--- src/rtl/window_classifier.sv ---
// rtl/window_classifier.sv - windowed majority vote over N_CLASS binarised neuron outputs.
// Define WINDOW_CLASSIFIER_HYST_EN to update To_Hex only when two consecutive windows agree.
module window_classifier #(
   parameter int                      N_CLASS  = 1,
   parameter int                      Z_W      = 32,
   parameter int                      WIN      = 42,
   parameter int                      VOTE_TH  = 20,
   parameter logic signed [Z_W-1:0]   THRESH   = '0,
   parameter logic [15:0]             HIT_CODE = 16'hFACE,
   localparam int                     CID_W    = (N_CLASS > 1) ? $clog2(N_CLASS) : 1,
   localparam int                     CNT_W    = $clog2(WIN + 1)
) (
   input  logic                       Clk,
   input  logic                       RST_n,
   input  logic [N_CLASS*Z_W-1:0]     Z,
   input  logic                       classify,
   input  logic                       clear,
   output logic [N_CLASS-1:0]         Hw,
   output logic                       result_valid,
   output logic [CID_W-1:0]           class_id,
   output logic [CNT_W-1:0]           win_count,
   output logic                       hit,
   output logic [15:0]                To_Hex
);

   localparam int               IDX_W    = (WIN > 1) ? $clog2(WIN) : 1;
   localparam logic [IDX_W-1:0] LAST_IDX = IDX_W'(WIN - 1);
   localparam int               LEAVES   = 1 << CID_W;

   logic [N_CLASS-1:0] b;
   logic [CNT_W-1:0]   cnt_q [N_CLASS];
   logic [CNT_W-1:0]   tot_d [N_CLASS];
   logic [IDX_W-1:0]   idx_q;
   logic [N_CLASS-1:0] hw_q;
   logic               rv_q;
   logic [CID_W-1:0]   cid_q;
   logic [CNT_W-1:0]   wc_q;
   logic               hit_q;
   logic [15:0]        hex_q;

   logic [CNT_W-1:0]   node_cnt [2*LEAVES];
   logic [CID_W-1:0]   node_idx [2*LEAVES];
   logic [CID_W-1:0]   best_idx;
   logic [CNT_W-1:0]   best_cnt;
   logic               best_hit;
   logic [15:0]        best_hex;

`ifdef WINDOW_CLASSIFIER_HYST_EN
   logic               hist_hit_q;
   logic [CID_W-1:0]   hist_cid_q;
`endif

   // Totals include the current sample; the winner tree is a balanced heap
   // whose left child always holds the lower indices, so >= keeps ties low.
   always_comb begin
      for (int k = 0; k < N_CLASS; k++) begin
         b[k]     = $signed(Z[k*Z_W +: Z_W]) > THRESH;
         tot_d[k] = cnt_q[k] + CNT_W'(b[k]);
      end
      for (int n = 0; n < 2*LEAVES; n++) begin
         node_cnt[n] = '0;
         node_idx[n] = '0;
      end
      for (int k = 0; k < N_CLASS; k++) begin
         node_cnt[LEAVES+k] = tot_d[k];
         node_idx[LEAVES+k] = CID_W'(k);
      end
      for (int n = LEAVES - 1; n >= 1; n--) begin
         if (node_cnt[2*n] >= node_cnt[2*n+1]) begin
            node_cnt[n] = node_cnt[2*n];
            node_idx[n] = node_idx[2*n];
         end else begin
            node_cnt[n] = node_cnt[2*n+1];
            node_idx[n] = node_idx[2*n+1];
         end
      end
      best_idx = node_idx[1];
      best_cnt = node_cnt[1];
      best_hit = int'(best_cnt) > VOTE_TH;
      best_hex = best_hit ? (HIT_CODE + 16'(best_idx)) : 16'h0000;
   end

   always_ff @(posedge Clk or negedge RST_n) begin
      if (!RST_n) begin
         for (int k = 0; k < N_CLASS; k++) cnt_q[k] <= '0;
         idx_q <= '0;
         hw_q  <= '0;
         rv_q  <= 1'b0;
         cid_q <= '0;
         wc_q  <= '0;
         hit_q <= 1'b0;
         hex_q <= 16'h0000;
`ifdef WINDOW_CLASSIFIER_HYST_EN
         hist_hit_q <= 1'b0;
         hist_cid_q <= '0;
`endif
      end else begin
         rv_q <= 1'b0;
         if (clear) begin
            for (int k = 0; k < N_CLASS; k++) cnt_q[k] <= '0;
            idx_q <= '0;
`ifdef WINDOW_CLASSIFIER_HYST_EN
            hist_hit_q <= 1'b0;
            hist_cid_q <= '0;
`endif
         end else if (classify) begin
            hw_q <= b;
            if (idx_q == LAST_IDX) begin
               for (int k = 0; k < N_CLASS; k++) cnt_q[k] <= '0;
               idx_q <= '0;
               rv_q  <= 1'b1;
               cid_q <= best_idx;
               wc_q  <= best_cnt;
               hit_q <= best_hit;
`ifdef WINDOW_CLASSIFIER_HYST_EN
               if ({best_hit, best_idx} == {hist_hit_q, hist_cid_q}) hex_q <= best_hex;
               hist_hit_q <= best_hit;
               hist_cid_q <= best_idx;
`else
               hex_q <= best_hex;
`endif
            end else begin
               for (int k = 0; k < N_CLASS; k++) cnt_q[k] <= tot_d[k];
               idx_q <= idx_q + IDX_W'(1);
            end
         end
      end
   end

   assign Hw           = hw_q;
   assign result_valid = rv_q;
   assign class_id     = cid_q;
   assign win_count    = wc_q;
   assign hit          = hit_q;
   assign To_Hex       = hex_q;

endmodule

--- config.mk ---
export PLATFORM = sky130hd
export DESIGN_NAME = window_classifier
export DESIGN_NICKNAME = d
export VERILOG_FILES = /design/src/rtl/window_classifier.sv
export SDC_FILE = /design/constraint.sdc
export NUM_CORES = 1
export LEC_CHECK = 0
export ABC_AREA = 0
export CAP_MARGIN = 20
export CORE_MARGIN = 4
export CORE_UTILIZATION = 35
export DETAILED_ROUTE_END_ITERATION = 10
export GPL_TIMING_DRIVEN = 0
export PLACE_DENSITY = 0.71
export SLEW_MARGIN = 40
export SYNTH_ARGS = -nofsm -noshare
export SYNTH_HDL_FRONTEND = slang
export SYNTH_SLANG_ARGS = --single-unit
--- constraint.sdc ---
create_clock -name Clk -period 3.46 [get_ports Clk]
set_input_delay 0.692 -clock Clk [delete_from_list [all_inputs] [get_ports Clk]]
set_output_delay 0.692 -clock Clk [all_outputs]
set_load 0.05 [all_outputs]
==> results of run 1 <==
cells in the final DEF (no fill, tap or decap), types with 3 or more instances in the layout:
cell type,count
o22ai_1,5
dfrtp_1,21
buf_4,17
conb_1,6
ha_1,4
a21o_1,4
inv_1,3
clkbuf_4,3
nor3b_1,3
nor4_1,7
xor2_1,3
nand4_1,3
nand2_1,8
a21oi_1,3
o21ai_0,9
clkdlybuf4s50_1,54
nor2_1,9
and3_1,3
cell type report:
cell class,instances,area (um^2)
well taps,46,57.6
fillers,307,1490
multi-input cells,88,583
flip-flops and latches,21,526
plain buffers,20,155
clock buffers,4,26.3
inverters,3,11.3
repair buffers,55,546
kinds of logic after synthesis:
group                      share of synthesized area, %
and+or+nand+nor                                    20.6
AOI/OAI and AO/OA                                  15.4
buffers and inverters                              13.2
DFF                                                41.8
adders and majority gates                          3.98
xor gates and xnor gates                           2.79
muxes                                              1.79
other                                             0.299
cell usage after synthesis:
master / number / area (um^2)
dfrtp_1: 21 / 526
buf_4: 17 / 128
nor2_1: 9 / 33.8
o21ai_0: 9 / 45.0
nand2_1: 8 / 30.0
nor4_1: 7 / 43.8
o22ai_1: 5 / 31.3
a21o_1: 4 / 30.0
ha_1: 4 / 50.1
a21oi_1: 3 / 15.0
and3_1: 3 / 18.8
inv_1: 3 / 11.3
nand4_1: 3 / 18.8
nor3b_1: 3 / 22.5
xor2_1: 3 / 26.3
a31oi_1: 2 / 12.5
buf_6: 2 / 22.5
mux2_2: 2 / 22.5
nand2b_1: 2 / 12.5
nand3_1: 2 / 10.0
o2bb2ai_1: 2 / 17.5
a21boi_0: 1 / 7.51
and2_1: 1 / 6.26
buf_2: 1 / 5.00
conb_1: 1 / 3.75
nand2b_2: 1 / 8.76
nand4b_1: 1 / 8.76
nand4b_4: 1 / 23.8
nor3_1: 1 / 5.00
nor3_4: 1 / 16.3
o21bai_4: 1 / 18.8
o31a_1: 1 / 8.76
o31ai_1: 1 / 7.51
xnor2_1: 1 / 8.76
worst max-delay path by stage:
| stage | from | end | slack (ns) | cells past startpoint |
|---|---|---|---|---|
| after detailed placement | Z[11] | To_Hex[14] | 0.42 | 11 |
| after floorplan | Z[12] | To_Hex[14] | 1.13 | 10 |
| final | Z[11] | To_Hex[14] | 0.73 | 11 |
| after CTS | Z[11] | To_Hex[14] | 0.74 | 11 |
| after global placement | Z[4] | To_Hex[14] | 0.43 | 11 |
| after global routing | Z[4] | To_Hex[14] | 0.52 | 11 |
registers in the layout, indices dropped and copies added, names as in the netlist:
name / count
cnt_q: 6
idx_q: 6
win_count: 6
Hw: 1
To_Hex: 1
result_valid: 1
routing by layer:
layer  wire [um]  track usage [%]  vias up
li1            -                -      559
met1        1180             14.5      501
met2        1500             27.2       60
met3         292             3.12        5
met4          36             4.47        0
met5           0                0        -
through the flow:
step / setup slack [ns] / util (%)
2_1_floorplan: 1.13 / -
3_3_place_gp: 0.435 / 55.6
3_5_place_dp: 0.417 / 55.4
4_1_cts: 0.737 / 56.2
5_1_grt: 0.522 / 56.2
6_report: 0.732 / 56.2
worst max-delay path, cell delays in order:
cell             delay, ns
clkdlybuf4s50_1       0.42
nor4_1                0.29
nand4_1               0.13
nor2_1                0.17
nor2_1                0.07
ha_1                  0.26
ha_1                  0.27
xnor2_1               0.22
o21ai_0               0.11
o21ai_0               0.19
a31oi_1               0.10
power groups by stage:
| stage | Combinational (mW) | Sequential, mW | Clock, mW |
|---|---|---|---|
| 2_1_floorplan | 0.0781 | 0.282 | 0 |
| 3_3_place_gp | 0.169 | 0.266 | 0 |
| 3_5_place_dp | 0.171 | 0.267 | 0 |
| 4_1_cts | 0.171 | 0.262 | 0.123 |
| 5_1_grt | 0.180 | 0.263 | 0.134 |
| 6_report | 0.170 | 0.262 | 0.118 |
==> summary.txt, run 1 <==
Number of global-route vias before repair = 1195
Initial detailed-routing violation count = 15
Switch Pwr = 0.173 mW
Int Power = 0.377 mW
Critical path class = in -> reg
DR WL/cell = 12.7 um
Static Leak = 0.875 nW
Post-Place Cells = 233
Slew Viols, Final = 0
Comb pwr share = 30.9%
Library cells used by synthesis = 34
Fmax = 0.367 GHz
Ys Warns = 0
DRT antenna net count = 0
Worst setup EP type = flip-flop
RSZ-0062 raised after global routing = no
Power Total = 0.550 mW
CTS Root Cell = clkbuf_4
Final setup fails = 0
Setup bufs post-CTS = 0
Setup_tns = 0 ns
CTS resizes = 0
Inserted Diodes = 0
CTS tree = built
Critical Path RT = 3.65 ns
Die Span Y = 67.9 um
GPL Wtd Cong = 0.779
Worst Skew = 0.000607 ns
CTS H-tree lvls = 1
First-pass GRT wire length = 4930 um
Switching Fraction = 31.5%
Core area = 3390 um^2
Placement Cell Area = 1880 um^2
Status = complete, no violations
Drt drc = 0
Worst reg2reg path startpoint = cnt_q[0]
Sequential fraction of the synthesis area = 41.8%
Initial antenna violation count = 0
Crit start category = input pin
Fraction of layout cells with a size suffix above 1 = 15.7%
Final WL = 3000 um
Drt first pass iters = 4
Vias = 1125
Reg clk slew, reported paths = 0.11 ns
Die area = 4610 um^2
Largest net degree at the start of global routing = 22
Area Growth Syn to Fin = 51.6%
Reg-to-Reg End = To_Hex[14]
GRT overflow = 0
Seq pwr share = 47.6%
Worst hold slack = 0.317 ns
Clock Power Share = 21.5%
I/O Buffers = 55
Sink Count = 21
Hold Path Class = in -> async
Max Cap Viol = 0
Clock latency on the worst-skew pair = 0.30 ns
R2r setup slk = 1.79 ns
Hpwl dp = 2550 um
Vias per cell = 4.75
Crit share post-route = 78.9%
Maximum VDD drop = 0.0917 mV
CTS Buf Count = 3
Power per standard cell area = 289 nW/um^2
CTS hold repair buffers = 0
Avg Synthesized Cell Area = 9.89 um^2
Max_slew headroom = 66.5%
Tightest Pin Transition = 0.500 ns
GRT Total Usage = 13.9%
WP data arrival = 2.92 ns
Synthesized flop and latch total = 21
Chip width = 67.9 um
Initial Util = 37.1%
Max clock buf depth = 2
Synthesized area = 1260 um^2
Row count = 21
# IOs = 62
Synth Instances = 127
Fin nets = 232
Crit-path max FO = 5
Post-Layout Inst Area = 1900 um^2
Fin. Hold Viols = 0
Fin cells = 237
Minimum clock period = 2.73 ns
Cells on worst reg2reg path = 6
Note: power is estimated with default switching activity, not from simulation.
==> inputs of run 2 (changes only) <==
--- a/config.mk
+++ b/config.mk
@@ -11,7 +11,7 @@
 export CORE_UTILIZATION = 35
 export DETAILED_ROUTE_END_ITERATION = 10
 export GPL_TIMING_DRIVEN = 0
-export PLACE_DENSITY = 0.71
+export PLACE_DENSITY = 0.74
 export SLEW_MARGIN = 40
 export SYNTH_ARGS = -nofsm -noshare
 export SYNTH_HDL_FRONTEND = slang
==> constraint.sdc (replaced) <==
create_clock -name Clk -period 2.2 [get_ports Clk]
set_input_delay 0.44 -clock Clk [delete_from_list [all_inputs] [get_ports Clk]]
set_output_delay 0.44 -clock Clk [all_outputs]
set_load 0.05 [all_outputs]
==> run 2 against run 1 <==
Compared with the run above: flip-flop and latch count stayed put; count of clock-buffer cells in the layout is 1 lower; register-to-register slack got worse by 1.2 ns; total power rose by 58%; sequential power is 58% higher; global-route usage about the same; routed wire length is 5.4% higher; combinational power increased by 58%; worst hold slack worse by 0.26 ns; via count rose by 3.6%; sequential share of layout area shrank 1.6 points; largest power group unchanged.
==> summary.txt, run 2 (synthesis gave the netlist of run 1 again) <==
Number of global-route vias before repair = 1135 (was 1195)
Inserted Diodes = 0 (unchanged)
# IOs = 62 (unchanged)
Fin nets = 235 (was 232)
Sink Count = 21 (unchanged)
Hold Path Class = in -> async (unchanged)
Largest net degree at the start of global routing = 22 (unchanged)
Chip width = 67.9 um (unchanged)
GRT overflow = 0 (unchanged)
GPL Wtd Cong = 0.789 (was 0.779)
Area Growth Syn to Fin = 61.1% (was 51.6%)
Switch Pwr = 0.284 mW (was 0.173 mW)
Seq pwr share = 47.5% (was 47.6%)
Place WS = -0.623 ns (was 0.417 ns)
Max Cap Viol = 0 (unchanged)
Final WL = 3170 um (was 3000 um)
Vias per cell = 4.85 (was 4.75)
Drt first pass iters = 4 (unchanged)
Int Power = 0.584 mW (was 0.377 mW)
CTS Buf Count = 3 (unchanged)
Row count = 21 (unchanged)
Worst reg2reg path startpoint = idx_q[1] (was cnt_q[0])
Worst Skew = 0.0119 ns (was 0.000607 ns)
GRT Total Usage = 13.9% (about the same)
Critical path class = in -> reg (unchanged)
Commonest cells after routing, fill and taps aside = clkdlybuf4s50_1 (31), dfrtp_1 (21), buf_4 (20) (was clkdlybuf4s50_1 (54), dfrtp_1 (21), buf_4 (17))
Worst setup margin = 0.0842 ns (was 0.732 ns)
Switching Fraction = 32.7% (was 31.5%)
DRT antenna net count = 0 (unchanged)
Die area = 4610 um^2 (unchanged)
Slew Viols, Final = 0 (unchanged)
CTS H-tree lvls = 1 (unchanged)
Hpwl dp = 2530 um (was 2550 um)
Max_slew headroom = 66.7% (was 66.5%)
Cells on worst reg2reg path = 5 (was 6)
Maximum VDD drop = 0.189 mV (was 0.0917 mV)
Reg-to-Reg End = win_count[1] (was To_Hex[14])
Critical Path RT = 2.45 ns (was 3.65 ns)
Final setup fails = 0 (unchanged)
Post-Place Cells = 233 (unchanged)
DR WL/cell = 13.2 um (was 12.7 um)
Crit start category = input pin (unchanged)
Fmax = 0.473 GHz
Comb pwr share = 30.8% (was 30.9%)
Initial Util = 37.1% (unchanged)
CTS Root Cell = clkbuf_4 (unchanged)
Reg clk slew, reported paths = 0.12 ns (was 0.11 ns)
R2r setup slk = 0.59 ns (was 1.79 ns)
Status = complete, no violations (unchanged)
Initial antenna violation count = 0 (unchanged)
Static Leak = 1.04 nW (was 0.875 nW)
Clock latency on the worst-skew pair = 0.31 ns (was 0.30 ns)
Power per standard cell area = 429 nW/um^2 (was 289 nW/um^2)
Minimum clock period = 2.12 ns
Vias = 1165 (was 1125)
CTS tree = built (unchanged)
Power Total = 0.868 mW (was 0.550 mW)
Clock Power Share = 21.6% (was 21.5%)
Die Span Y = 67.9 um (unchanged)
Fin cells = 240 (was 237)
Worst setup EP type = flip-flop (unchanged)
Fraction of layout cells with a size suffix above 1 = 23.7% (was 15.7%)
Crit-path max FO = 5 (unchanged)
WP data arrival = 2.36 ns (was 2.92 ns)
Max clock buf depth = 2 (unchanged)
I/O Buffers = 55 (unchanged)
First-pass GRT wire length = 4910 um (was 4930 um)
Commonest non-fill, non-tap cell in the layout = clkdlybuf4s50_1 (unchanged)
Core area = 3390 um^2 (unchanged)
Tightest Pin Transition = 0.499 ns (was 0.500 ns)
Crit share post-route = 96.2%
Fill count = 279 (was 307)
Fin. Hold Viols = 0 (unchanged)
Initial detailed-routing violation count = 37 (was 15)
Worst hold slack = 0.0569 ns (was 0.317 ns)
Drt drc = 0 (unchanged)
==> run 2: cell types whose count changed in the layout (fill, tap and decap cells not counted), sizes merged <==
cell           delta
dlymetal6s2s     +11
dlygate4sd2      +12
clkbuf            -1
clkinv            +1
buf               +3
clkdlybuf4s50    -23
==> run 2: critical path, stage by stage <==
cell             delay [ns]
clkdlybuf4s50_1        0.44
nor4_2                 0.24
nand4_1                0.14
nor2_2                 0.15
nor2_2                 0.07
ha_4                   0.18
ha_4                   0.17
a21o_1                 0.15
a21boi_1               0.13
o21ai_1                0.09
a31oi_1                0.16
==> run 2: how the worst max path moves through the flow <==
stage,start,endpoint,slack [ns],cells after the start
finish,Z[12],To_Hex[14],0.08,11
global route,Z[23],To_Hex[14],-0.01,11
CTS,Z[11],To_Hex[14],0.01,11
detailed placement,Z[27],To_Hex[14],-0.62,11
global placement,Z[27],To_Hex[14],-0.57,11
floorplan,Z[12],To_Hex[14],0.12,10
==> run 2: power groups by stage <==
stage | sequential (mW) | combinational [mW] | clock (mW)
after global routing | 0.415 | 0.284 | 0.210
after global placement | 0.418 | 0.266 | 0
after CTS | 0.412 | 0.267 | 0.191
final | 0.413 | 0.268 | 0.188
after detailed placement | 0.419 | 0.270 | 0
after floorplan | 0.444 | 0.123 | 0
==> run 2: repair_timing <==
| action | CTS | global route |
|---|---|---|
| endpoints found under the setup margin | 17 | 5 |
| setup buffers | 1 | 2 |
| resized for setup | 23 | 17 |
| hold buffers | 0 | 0 |
| pin swaps | 3 | 15 |
==> run 2: layout make-up <==
class                   count  area [um^2]  share of cell area, %
clock buffers               3         22.5                   1.11
well taps                  46         57.6                   2.84
multi-input cells          88          666                   32.9
plain buffers              20          155                   7.67
repair buffers             58          581                   28.7
inverters                   3         11.3                  0.557
clock inverters             1         5.00                  0.247
flip-flops and latches     21          526                   26.0
==> run 2: stage by stage <==
step	util, %	cell area (um^2)	setup TNS [ns]
2_1_floorplan	-	1270	0
6_report	59.7	2020	0
5_1_grt	59.7	2020	-0.00971
3_5_place_dp	55.4	1880	-3.68
4_1_cts	57.4	1950	0
3_3_place_gp	55.6	1880	-3.17
==> run 2: layer usage <==
metal,GRT usage [%],share of wire [%],vias to the layer above
li1,-,-,565
met1,15.9,40,528
met2,25.6,49,70
met3,3.78,11,2
met4,3.47,0.54,0
met5,0,0,-
==> inputs of run 3 (changes only) <==
--- a/config.mk
+++ b/config.mk
@@ -7,11 +7,12 @@
 export LEC_CHECK = 0
 export ABC_AREA = 0
 export CAP_MARGIN = 20
+export CORE_ASPECT_RATIO = 0.75
 export CORE_MARGIN = 4
 export CORE_UTILIZATION = 35
 export DETAILED_ROUTE_END_ITERATION = 10
 export GPL_TIMING_DRIVEN = 0
-export PLACE_DENSITY = 0.74
+export PLACE_DENSITY = 0.71
 export SLEW_MARGIN = 40
 export SYNTH_ARGS = -nofsm -noshare
 export SYNTH_HDL_FRONTEND = slang
==> constraint.sdc (replaced) <==
create_clock -name Clk -period 2.6 [get_ports Clk]
set_input_delay 0.52 -clock Clk [delete_from_list [all_inputs] [get_ports Clk]]
set_output_delay 0.52 -clock Clk [all_outputs]
set_load 0.05 [all_outputs]
==> run 3 against run 2 <==
Compared with the run above: register-to-register slack better by 0.41 ns; total power shrank 8.5%; clock power is 15% higher; global-route usage down 0.34 points; routed wire length is 0.54% lower; die area grew 0.21%; clock skew is 0.0081 ns lower; first-iteration DRC count increased to 3.2 times the previous value; critical path depth stayed put; worst hold slack improved by 0.15 ns; final cell count decreased by 3.8%.
==> summary.txt, run 3 (synthesis gave the netlist of run 1 again) <==
Core area = 3380 um^2 (was 3390 um^2)
CTS Buf Count = 3 (unchanged)
Int Power = 0.552 mW (was 0.584 mW)
Worst Skew = 0.00384 ns (was 0.0119 ns)
WP data arrival = 2.58 ns (was 2.36 ns)
Final WL = 3150 um (was 3170 um)
# IOs = 62 (unchanged)
Comb pwr share = 28.9% (was 30.8%)
CTS Root Cell = clkbuf_8 (was clkbuf_4)
Final setup fails = 0 (unchanged)
Static Leak = 0.882 nW (was 1.04 nW)
Tightest Pin Transition = 0.511 ns (was 0.499 ns)
GRT overflow = 0 (unchanged)
CTS hold repair buffers = 0 (unchanged)
Vias = 1154 (was 1165)
Seq pwr share = 43.8% (was 47.5%)
Crit share post-route = 93.8%
Area Growth Syn to Fin = 55.3% (was 61.1%)
Number of global-route vias before repair = 1118 (was 1135)
Slowest stage delay, CP = 0.41 ns (was 0.44 ns)
Setup_tns = 0 ns (unchanged)
Critical Path RT = 2.74 ns (was 2.45 ns)
Status = complete, no violations (unchanged)
Maximum VDD drop = 0.173 mV (was 0.189 mV)
Row count = 18 (was 21)
Commonest non-fill, non-tap cell in the layout = clkdlybuf4s50_1 (unchanged)
Die area = 4620 um^2 (was 4610 um^2)
Initial antenna violation count = 0 (unchanged)
Hpwl dp = 2510 um (was 2530 um)
DRT antenna net count = 0 (unchanged)
Max Cap Viol = 0 (unchanged)
Inserted Diodes = 0 (unchanged)
CTS tree = built (unchanged)
CP top delay family = simple AND/OR/NAND/NOR gates (unchanged)
Fmax = 0.410 GHz
Slew Viols, Final = 0 (unchanged)
First-pass GRT wire length = 4970 um (was 4910 um)
GPL Wtd Cong = 0.763 (was 0.789)
Fin nets = 232 (was 235)
Reg clk slew, reported paths = 0.07 ns (was 0.12 ns)
Power per standard cell area = 407 nW/um^2 (was 429 nW/um^2)
GRT Total Usage = 13.6% (was 13.9%)
Fraction of layout cells with a size suffix above 1 = 18.3% (was 23.7%)
Hold Path Class = in -> async (unchanged)
Max clock buf depth = 2 (unchanged)
Critical path class = in -> reg (unchanged)
Drt drc = 0 (unchanged)
Die Span Y = 59.9 um (was 67.9 um)
Switching Fraction = 30.5% (was 32.7%)
Minimum clock period = 2.44 ns
CP Buf/Inv Count = 1 (unchanged)
CTS H-tree lvls = 1 (unchanged)
CP cell instances = clkdlybuf4s50_1 > nor4_1 > nand4_1 > nor2_2 > nor2_1 > ha_1 > ha_4 > xnor2_2 > o21ai_1 > o21ai_0 > a31oi_1 (was clkdlybuf4s50_1 > nor4_2 > nand4_1 > nor2_2 > nor2_2 > ha_4 > ha_4 > a21o_1 > a21boi_1 > o21ai_1 > a31oi_1)
Drt first pass iters = 4 (unchanged)
Max_slew headroom = 65.9% (was 66.7%)
Commonest cells after routing, fill and taps aside = clkdlybuf4s50_1 (54), dfrtp_1 (21), buf_4 (17) (was clkdlybuf4s50_1 (31), dfrtp_1 (21), buf_4 (20))
Initial Util = 37.2% (was 37.1%)
Crit start category = input pin (unchanged)
Chip width = 77.2 um (was 67.9 um)
DR WL/cell = 13.6 um (was 13.2 um)
Clock latency on the worst-skew pair = 0.27 ns (was 0.31 ns)
Worst setup EP type = flip-flop (unchanged)
CTS resizes = 0 (was 23)
Switch Pwr = 0.242 mW (was 0.284 mW)
Setup bufs post-CTS = 0 (was 1)
I/O Buffers = 55 (unchanged)
Clock Power Share = 27.3% (was 21.6%)
Placement Cell Area = 1870 um^2 (was 1880 um^2)
Sink Count = 21 (unchanged)
Crit path max-delay cell type = clkdlybuf4s50_1 (unchanged)
Crit-path max FO = 5 (unchanged)
Largest net degree at the start of global routing = 22 (unchanged)
Vias per cell = 5.00 (was 4.85)
Fin. Hold Viols = 0 (unchanged)
Final design utilization = 57.7% (was 59.7%)
Initial detailed-routing violation count = 118 (was 37)
Post-Layout Inst Area = 1950 um^2 (was 2020 um^2)
run 3: final cells by class:
| type | instances | area [um^2] |
|---|---|---|
| Buffer | 20 | 155 |
| Clock buffer | 4 | 45.0 |
| Fill cell | 286 | 1430 |
| Sequential cell | 21 | 526 |
| Multi-Input combinational cell | 88 | 618 |
| Inverter | 3 | 11.3 |
| Tap cell | 40 | 50.0 |
| Timing Repair Buffer | 55 | 546 |
run 3: per-stage QoR:
| stage | setup slack [ns] | std cells | hold slack [ns] | power [mW] |
|---|---|---|---|---|
| global placement | -0.216 | 227 | 0.467 | 0.578 |
| detailed placement | -0.245 | 227 | 0.481 | 0.582 |
| CTS | 0.0306 | 231 | 0.228 | 0.797 |
| floorplan | 0.442 | 132 | 0.224 | 0.480 |
| global route | -0.00311 | 231 | 0.244 | 0.832 |
| finish | 0.161 | 231 | 0.206 | 0.794 |
run 3: final timing paths:
| kind | from | endpoint | slack (ns) | cells past startpoint |
|---|---|---|---|---|
| worst max-delay path | Z[4] | To_Hex[14] | 0.16 | 11 |
| worst min-delay path | RST_n | cnt_q[1] | 0.21 | 1 |
| worst max register to register | idx_q[1] | win_count[1] | 1.00 | 5 |
| worst min register to register | Hw | Hw | 0.49 | 2 |
| max in group asynchronous | RST_n | win_count[5] | 2.06 | 1 |
| min in group Clk | Hw | Hw | 0.49 | 2 |
run 3: power by group through the flow:
stage / Combinational, mW / Clock [mW] / Sequential [mW]
2_1_floorplan: 0.104 / 0 / 0.376
3_3_place_gp: 0.224 / 0 / 0.354
3_5_place_dp: 0.227 / 0 / 0.354
4_1_cts: 0.227 / 0.221 / 0.348
5_1_grt: 0.244 / 0.237 / 0.350
6_report: 0.229 / 0.217 / 0.348
run 3: metal layers:
layer	up-vias	GRT usage (%)	share of wire, %
met1	544	15.8	40
li1	561	-	-
met5	-	0	0
met3	5	3.92	7.4
met2	44	24.5	52
met4	0	4.57	1.2
run 3: worst reg2reg max path: stages (launching register included):
cell      delay, ns
dfrtp_1        0.42
inv_1          0.07
ha_1           0.19
nand4b_4       0.16
nor3_4         0.28
mux2_2         0.37
